File: src/rtl/adc_trigger_capture.sv
// Decimated ADC sampler with a circular pre-trigger buffer and level/forced trigger.
// Once the post-trigger window is full, the record is streamed out oldest-first on a valid/ready port.
module adc_trigger_capture #(
  parameter int DATA_W  = 8,
  parameter int DEPTH   = 256,
  parameter int PRETRIG = 64,
  parameter int DECIM_W = 16
) (
  input  logic               clk,
  input  logic               rst,
  input  logic [DATA_W-1:0]  adc_in,
  input  logic               arm,
  input  logic               force_trig,
  input  logic [DATA_W-1:0]  trig_level,
  input  logic               trig_falling,
  input  logic [DECIM_W-1:0] decim,
  output logic [DATA_W-1:0]  out_data,
  output logic               out_valid,
  input  logic               out_ready,
  output logic               out_last,
  output logic               busy,
  output logic               triggered,
  output logic               done
);

  localparam int AW = $clog2(DEPTH);
  localparam logic [AW:0]   DEPTH_CNT = (AW+1)'(DEPTH);
  localparam logic [AW:0]   POST_LEN  = (AW+1)'(DEPTH - PRETRIG);
  localparam logic [AW-1:0] PRE_LAST  = AW'(PRETRIG - 1);

  typedef enum logic [2:0] {
    IDLE,
    PRE,
    WAIT_TRIG,
    POST,
    READOUT
  } stateT;

  stateT state, stateNext;

  logic [DATA_W-1:0]  mem [DEPTH];
  logic [DECIM_W-1:0] decimLatched;
  logic [DECIM_W-1:0] decimCnt;
  logic [AW-1:0]      wrPtr;
  logic [AW-1:0]      preCnt;
  logic [AW:0]        postCnt;
  logic [AW:0]        rdCnt;
  logic [DATA_W-1:0]  prevSample;
  logic               prevOk;
  logic               triggeredQ;
  logic [DATA_W-1:0]  outDataQ;
  logic               outValidQ;
  logic               outLastQ;

  logic          sampling;
  logic          stb;
  logic          riseHit;
  logic          fallHit;
  logic          trigHit;
  logic          accept;
  logic          lastAccept;
  logic          advance;
  logic [AW-1:0] rdAddr;

  assign sampling   = (state == PRE) || (state == WAIT_TRIG) || (state == POST);
  assign stb        = sampling && (decimCnt == decimLatched);
  assign riseHit    = prevOk && (prevSample < trig_level) && (adc_in >= trig_level);
  assign fallHit    = prevOk && (prevSample > trig_level) && (adc_in <= trig_level);
  assign trigHit    = stb && (state == WAIT_TRIG) &&
                      (force_trig || (trig_falling ? fallHit : riseHit));
  assign accept     = outValidQ && out_ready;
  assign lastAccept = accept && outLastQ;
  // The output register doubles as the RAM read register; it reloads whenever it is empty or being taken.
  assign advance    = (state == READOUT) && (!outValidQ || out_ready) && (rdCnt != DEPTH_CNT);
  // After the final write wrPtr addresses the oldest sample, so readout starts there.
  assign rdAddr     = wrPtr + rdCnt[AW-1:0];

  // NOTE: the FSM register uses non-blocking assignment; the next-state logic below is purely combinational.
  always_ff @(posedge clk) begin
    if (rst) state <= IDLE;
    else     state <= stateNext;
  end

  // NOTE: stateNext gets its default before the case so no path leaves it unassigned (no latch).
  always_comb begin
    stateNext = state;
    case (state)
      IDLE:      if (arm) stateNext = PRE;
      PRE:       if (stb && (preCnt == PRE_LAST)) stateNext = WAIT_TRIG;
      WAIT_TRIG: if (trigHit) stateNext = (POST_LEN == (AW+1)'(1)) ? READOUT : POST;
      POST:      if (stb && ((postCnt + (AW+1)'(1)) == POST_LEN)) stateNext = READOUT;
      READOUT:   if (lastAccept) stateNext = IDLE;
      default:   stateNext = IDLE;
    endcase
  end

  // NOTE: the sample buffer has no reset; its contents are fully rewritten before any readout.
  always_ff @(posedge clk) begin
    if (stb) mem[wrPtr] <= adc_in;
  end

  always_ff @(posedge clk) begin
    if (rst) begin
      decimLatched <= '0;
      decimCnt     <= '0;
      wrPtr        <= '0;
      preCnt       <= '0;
      postCnt      <= '0;
      rdCnt        <= '0;
      prevSample   <= '0;
      prevOk       <= 1'b0;
      triggeredQ   <= 1'b0;
      outDataQ     <= '0;
      outValidQ    <= 1'b0;
      outLastQ     <= 1'b0;
    end else begin
      if ((state == IDLE) && arm) begin
        decimLatched <= decim;
        decimCnt     <= '0;
        preCnt       <= '0;
        rdCnt        <= '0;
      end else if (sampling) begin
        decimCnt <= stb ? '0 : decimCnt + DECIM_W'(1);
      end

      if (stb) begin
        wrPtr      <= wrPtr + AW'(1);
        prevSample <= adc_in;
        prevOk     <= 1'b1;
      end

      if (stb && (state == PRE)) preCnt <= preCnt + AW'(1);

      if (trigHit) begin
        triggeredQ <= 1'b1;
        postCnt    <= (AW+1)'(1);
      end else if (stb && (state == POST)) begin
        postCnt <= postCnt + (AW+1)'(1);
      end

      if (advance) begin
        outDataQ  <= mem[rdAddr];
        outValidQ <= 1'b1;
        outLastQ  <= (rdCnt == DEPTH_CNT - (AW+1)'(1));
        rdCnt     <= rdCnt + (AW+1)'(1);
      end else if (accept) begin
        outValidQ <= 1'b0;
        outLastQ  <= 1'b0;
      end

      if (lastAccept) triggeredQ <= 1'b0;
    end
  end

  assign out_data  = outDataQ;
  assign out_valid = outValidQ;
  assign out_last  = outLastQ;
  assign busy      = (state != IDLE);
  assign triggered = triggeredQ;
  assign done      = lastAccept;

endmodule

File: config.mk
export PLATFORM = sky130hd
export DESIGN_NAME = adc_trigger_capture
export DESIGN_NICKNAME = d
export VERILOG_FILES = /design/src/rtl/adc_trigger_capture.sv
export SDC_FILE = /design/constraint.sdc
export NUM_CORES = 2
export LEC_CHECK = 0
export BUFFER_PORTS_ARGS = -buffer_cell sky130_fd_sc_hd__buf_2
export CORE_ASPECT_RATIO = 0.5
export CORE_MARGIN = 10
export CORE_UTILIZATION = 52
export DETAILED_ROUTE_END_ITERATION = 8
export PLACE_DENSITY = 0.67
export SLEW_MARGIN = 20
export SYNTH_ARGS = -nofsm -noshare
export SYNTH_HDL_FRONTEND = slang
export SYNTH_SLANG_ARGS = --single-unit
export TNS_END_PERCENT = 20
File: constraint.sdc
create_clock -name clk -period 4.47 [get_ports clk]
set_clock_uncertainty 0.1 [all_clocks]
set_input_delay 0.894 -clock clk [delete_from_list [all_inputs] [get_ports clk]]
set_output_delay 0.894 -clock clk [all_outputs]
set_load 0.03 [all_outputs]
Word level (Yosys, flattened, before mapping). Memories as Yosys holds them, arrays and structs flattened. A register that Yosys moved wholly into a read port is not among the register bits. Index checks and enable logic that the tools add are counted.

Latch bits: 0. Input port bits: 38. ROM bits: 0. RAM bits: 2048. Logic and storage cells: 88. Bits in registers: 81. Memories: 1. Output and inout port bits: 13.

Reductions and logical operators: 31. Eq/ne operators: 14. Multiplexer cells: 19. Order comparisons: 4. Div/mod/pow operators: 0. Add/sub/neg operators: 6. Shifts and indexed selects: 0. Multipliers: 0. Bitwise operators: 0.

Memory list: mem (depth 256, bits a word 8, read ports 1, clocked after memory_dff 1, write ports 1, line 41) `logic [DATA_W-1:0] mem [DEPTH];`.

Operator list (count): $add 9x1->9 const B (2); $eq 9x8->1 const B (2); $mux 9 (2); $add 16x1->16 const B (1); $add 8x1->8 const B (2); $eq 16x16->1 (1); $logic_and 1x1->1 (16); $mux 16 (1); $mux 8 (2); $mux 3 (5); $pmux 3 s5 (1); $ne 9x9->1 const B (1); $add 8x8->8 (1); $eq 8x6->1 const B (1); $ge 8x8->1 (1); $gt 8x8->1 (1); $le 8x8->1 (1); $lt 8x8->1 (1); $mux 1 (8); $reduce_bool 2->1 (4); $eq 3x2->1 const B (2); $ne 2x2->1 const B (3); $reduce_or 2->1 (3); $reduce_and 5->1 (1); 7 further kinds (11).

Depth between registers and ports, before layout.
Depth in word-level cells: 8. Mapped depth: 13. Gate-level depth less buffers: 10.

Least setup slack after synthesis. OpenSTA, ideal clock, no wires.

Path kind: flip-flop to flip-flop. Start point: register wrPtr[0]. End point: register outDataQ[6] (netlist: out_data[6]), read port of mem. Period minus slack after synthesis: 3.196 ns. Data required time: 4.238 ns. Setup time: 0.132 ns. Cell stages (with the launch flop): 12. Path buffers: 4. Arrival time: 2.965 ns. Setup slack: 1.274 ns. Path through: dfxtp_1 > ha_1 > fa_1 > buf_2 > buf_2 > buf_2 > buf_1 > mux4_2 > a2111oi_0 > a31oi_1 > a41oi_1 > o211ai_1.

Cells in the longest elaborated chain, start to end: 1.

Ends and longest elaborated chain: start, declared (line 44) `logic [AW-1:0] wrPtr;`; start signal, assigned (line 127) `wrPtr <= wrPtr + AW'(1);`; $add 8x8->8 (line 76) `assign rdAddr = wrPtr + rdCnt[AW-1:0];`; end, declared (line 51) `logic [DATA_W-1:0] outDataQ;`.

No other way between the ends. A chain may end at the register's enable or synchronous reset.

Final worst setup path.
Start point: register wrPtr[0]. End point: register outDataQ[1] (netlist: out_data[1]), read port of mem.

The elaborated chain is that of the path after synthesis.

==> flow_metrics.env <==
export IMPL_status="finished clean"
export IMPL_synth_compound_area_share_pct=2.55
export IMPL_cts_sinks=2137
export IMPL_power_mw=38.5
export IMPL_setup_worst_path_end_class="flop"
export IMPL_critPathLaunchType="flop"
export IMPL_reg2reg_from="wrPtr[0]"
export IMPL_min_delay_start="decim[10]"
export IMPL_seqCellArea_um2=63300
export IMPL_power_density_nw_per_um2=407
export IMPL_synth_ff_type="edfxtp_1"
export IMPL_dp_slack_ps=-33.8
export IMPL_detail_route_wl_per_cell_um=30.2
export IMPL_max_cap_violations=0
export IMPL_die_w_um=590
export IMPL_async_flop_share_pct=0
export IMPL_critPathKind="reg2reg"
export IMPL_worst_pin_slew_ps=1160
export IMPL_initial_core_util_pct=52.4
export IMPL_synth_adder_area_share_pct=0.528
export IMPL_finalSetupViolations=0
export IMPL_combinationalPowerShare_pct=3.0
export IMPL_synth_nets=4373
export IMPL_drc=0
export IMPL_grt_ovfl_total=0
export IMPL_syn2layout_area_growth_pct=12.2
export IMPL_clock_fmax_mhz=229
export IMPL_synth_area_leader_cell="edfxtp_1"
export IMPL_seq_area_frac_synth_pct=74.9
export IMPL_dp_hpwl_um=130000
export IMPL_synth_simple_area_share_pct=4.41
export IMPL_drt_pre_antenna_iters=6
export IMPL_fp_row_count=104
export IMPL_synth_cell_area_um2=84400
export IMPL_instances_no_fill=6872
export IMPL_yosys_mux_area_fraction_pct=15.5
export IMPL_grt_pass1_wl_um=304000
export IMPL_p_seq_share_pct=56.9
export IMPL_synth_edff_count=2048
export IMPL_antenna_found_initial=7
export IMPL_cp_max_fo=18
export IMPL_final_net_count=4620
export IMPL_wirelength_um=207000
export IMPL_multi_input_area_um2=20000
export IMPL_clk_pin_slew_worst_paths_ps=70
export IMPL_avgViaCountPerCell=6.32
export IMPL_htreeDepth=4
export IMPL_hold_buffers=0
export IMPL_drive_gt1_share_pct=24.9
export IMPL_clock_path_buffers=3
export IMPL_num_io_pins=51
export IMPL_cts_root_buf="clkbuf_16"
export IMPL_cts_buffers=179
export IMPL_ys_warn_count=0
export IMPL_grt_pass1_vias=43067
export IMPL_fillers=11515
export IMPL_synth_xor_area_share_pct=0.477
export IMPL_power_leakage_nw=29.0
export IMPL_ys_seq_elements=2137
export IMPL_rsz0062_at_grt="false"
export IMPL_hold_path_class="in2reg"
export IMPL_ant_nets=0
export IMPL_power_switching_share_pct=20.3
export IMPL_post_route_min_period_ps=4360
export IMPL_io_buffers=50
export IMPL_slew_viol_final=0
export IMPL_fin_crit_sh_pct=97.5
export IMPL_clkPwrFrac_pct=40.0
export IMPL_grt_max_degree=206
export IMPL_drt_first_iter_violations=6051
export IMPL_synth_top_family_by_area="multiplexers"
export IMPL_synth_top_cells_by_area="edfxtp_1 73%, mux4_2 14%, dfxtp_1 2.1%"
export IMPL_crit_required_ps=5040
export IMPL_vdd_drop_max_uv=386
export IMPL_placedCellCount=6539
export IMPL_track_usage_pct=22.8
export IMPL_netSwitchingPower_mw=7.84
export IMPL_arrival_ps=4930
export IMPL_slew_headroom_pct=22.6
export IMPL_vias=43460
export IMPL_cts_tree="done"
export IMPL_hold_slack_ps=223
export IMPL_setup_worst_path_start="wrPtr[0]"
export IMPL_insertion_delay_ps=820
export IMPL_syn_instance_count=4300
export IMPL_die_area_um2=180000
export IMPL_synth_avg_cell_area_um2=19.6
export IMPL_hold_viol=0
export IMPL_synth_top_area_share_pct=72.8
export IMPL_synth_distinct_cells=74
export IMPL_gp_congestion=0.839
export IMPL_p_int_mw=30.7
export IMPL_fin_ws_ps=110
export IMPL_die_h_um=305
export IMPL_coreArea_um2=161000
[cell families after synthesis]
group,Yosys count
flops,2137
simple gates,866
mux,638
compound gates,303
buf+inv,275
xor+xnor,46
fa+ha+maj,35
[Yosys cell counts (all sizes together) (4+ instances only)]
master	n
nor2b	14
nand4	13
nor4	15
a32o	10
dfxtp	89
or3	12
nand3b	8
a211oi	14
a2111oi	12
inv	21
mux2i	89
nor2	347
ha	34
a31oi	29
o21bai	4
o21ai	45
buf	152
a221o	12
nand2b	5
a32oi	38
xnor2	18
clkbuf	102
xor2	28
a21oi	71
edfxtp	2048
a211o	4
a21o	4
mux4	536
a31o	7
nor3	7
o211ai	11
a221oi	13
nand3	106
and2	16
nand2	297
mux2	13
and3	17
[layout by cell type, fill, tap and decap left out, types with 40 or more instances in the layout]
cell type | netlist | final
clkinv_1 | 0 | 40
mux2i_1 | 89 | 89
mux4_2 | 536 | 536
buf_2 | 85 | 42
nor2_1 | 346 | 345
edfxtp_1 | 2048 | 2048
a21oi_1 | 71 | 70
nand2_1 | 296 | 295
buf_4 | 37 | 220
buf_12 | 0 | 49
nand3_1 | 103 | 88
clkbuf_16 | 0 | 184
dfxtp_1 | 89 | 89
[routing by layer]
metal	up-vias	global-route usage, %	wire, µm
li1	18024	-	-
met4	4	6.44	5550
met3	347	5.50	22000
met2	2282	34.1	95100
met5	-	0	27
met1	22803	33.7	84700
[worst max-delay path, cell delays in order, from the launching register on]
cell,delay [ps]
dfxtp_1,400
ha_4,210
fa_4,960
buf_12,230
buf_4,300
buf_4,250
mux4_2,330
mux4_2,460
nand2_1,80
nand3_1,110
a21oi_1,580
o21ai_1,160
[through the flow]
stage	cell area [µm²]	setup TNS (ps)	util, %
final	94700	0	58.8
after global routing	94700	0	58.8
after CTS	94700	0	58.8
after detailed placement	89000	-33.8	55.3
after global placement	89000	0	55.3
after floorplan	84400	0	-
[area by class of cell]
cell class | instances | share of cell area, %
tap | 2173 | 2.87
clock inverter | 108 | 0.958
timing repair buffer | 320 | 3.13
antenna | 4 | 0.0106
inverter | 21 | 0.0832
multi-input combinational | 1888 | 21.1
clock buffer | 221 | 5.02
sequential | 2137 | 66.8
[sequential cells by signal, indices dropped and copies added, names as in the netlist, 9 cells and up]
| signal | flops |
|---|---|
| mem | 2048 |
| decimCnt | 16 |
| decimLatched | 16 |
| rdCnt | 9 |
| postCnt | 9 |
[timing repair]
| action | 4_1_cts | 5_1_grt |
|---|---|---|
| endpoints found under the setup margin | 1 | 1 |
| resized for setup | 1 | 2 |
| cloned | 0 | 0 |
| setup buffers | 0 | 0 |
[worst paths after layout]
check / to / slack, ps / depth (start not counted)
hold reg to reg: decimLatched[6] / 370 / 2
setup / recovery: out_data[1] / 110 / 11
hold / removal: decimLatched[10] / 220 / 3
setup reg to reg: out_data[1] / 110 / 11
[power by group through the flow]
stage	combinational, mW	sequential [mW]	clock, mW
after floorplan	0.598	22.4	0
after global placement	1.14	22.4	0
after detailed placement	1.17	22.4	0
after CTS	1.18	21.9	15.6
after global routing	1.25	21.9	16.4
final	1.16	21.9	15.4
No activity file was read; power rests on OpenSTA's default activity.
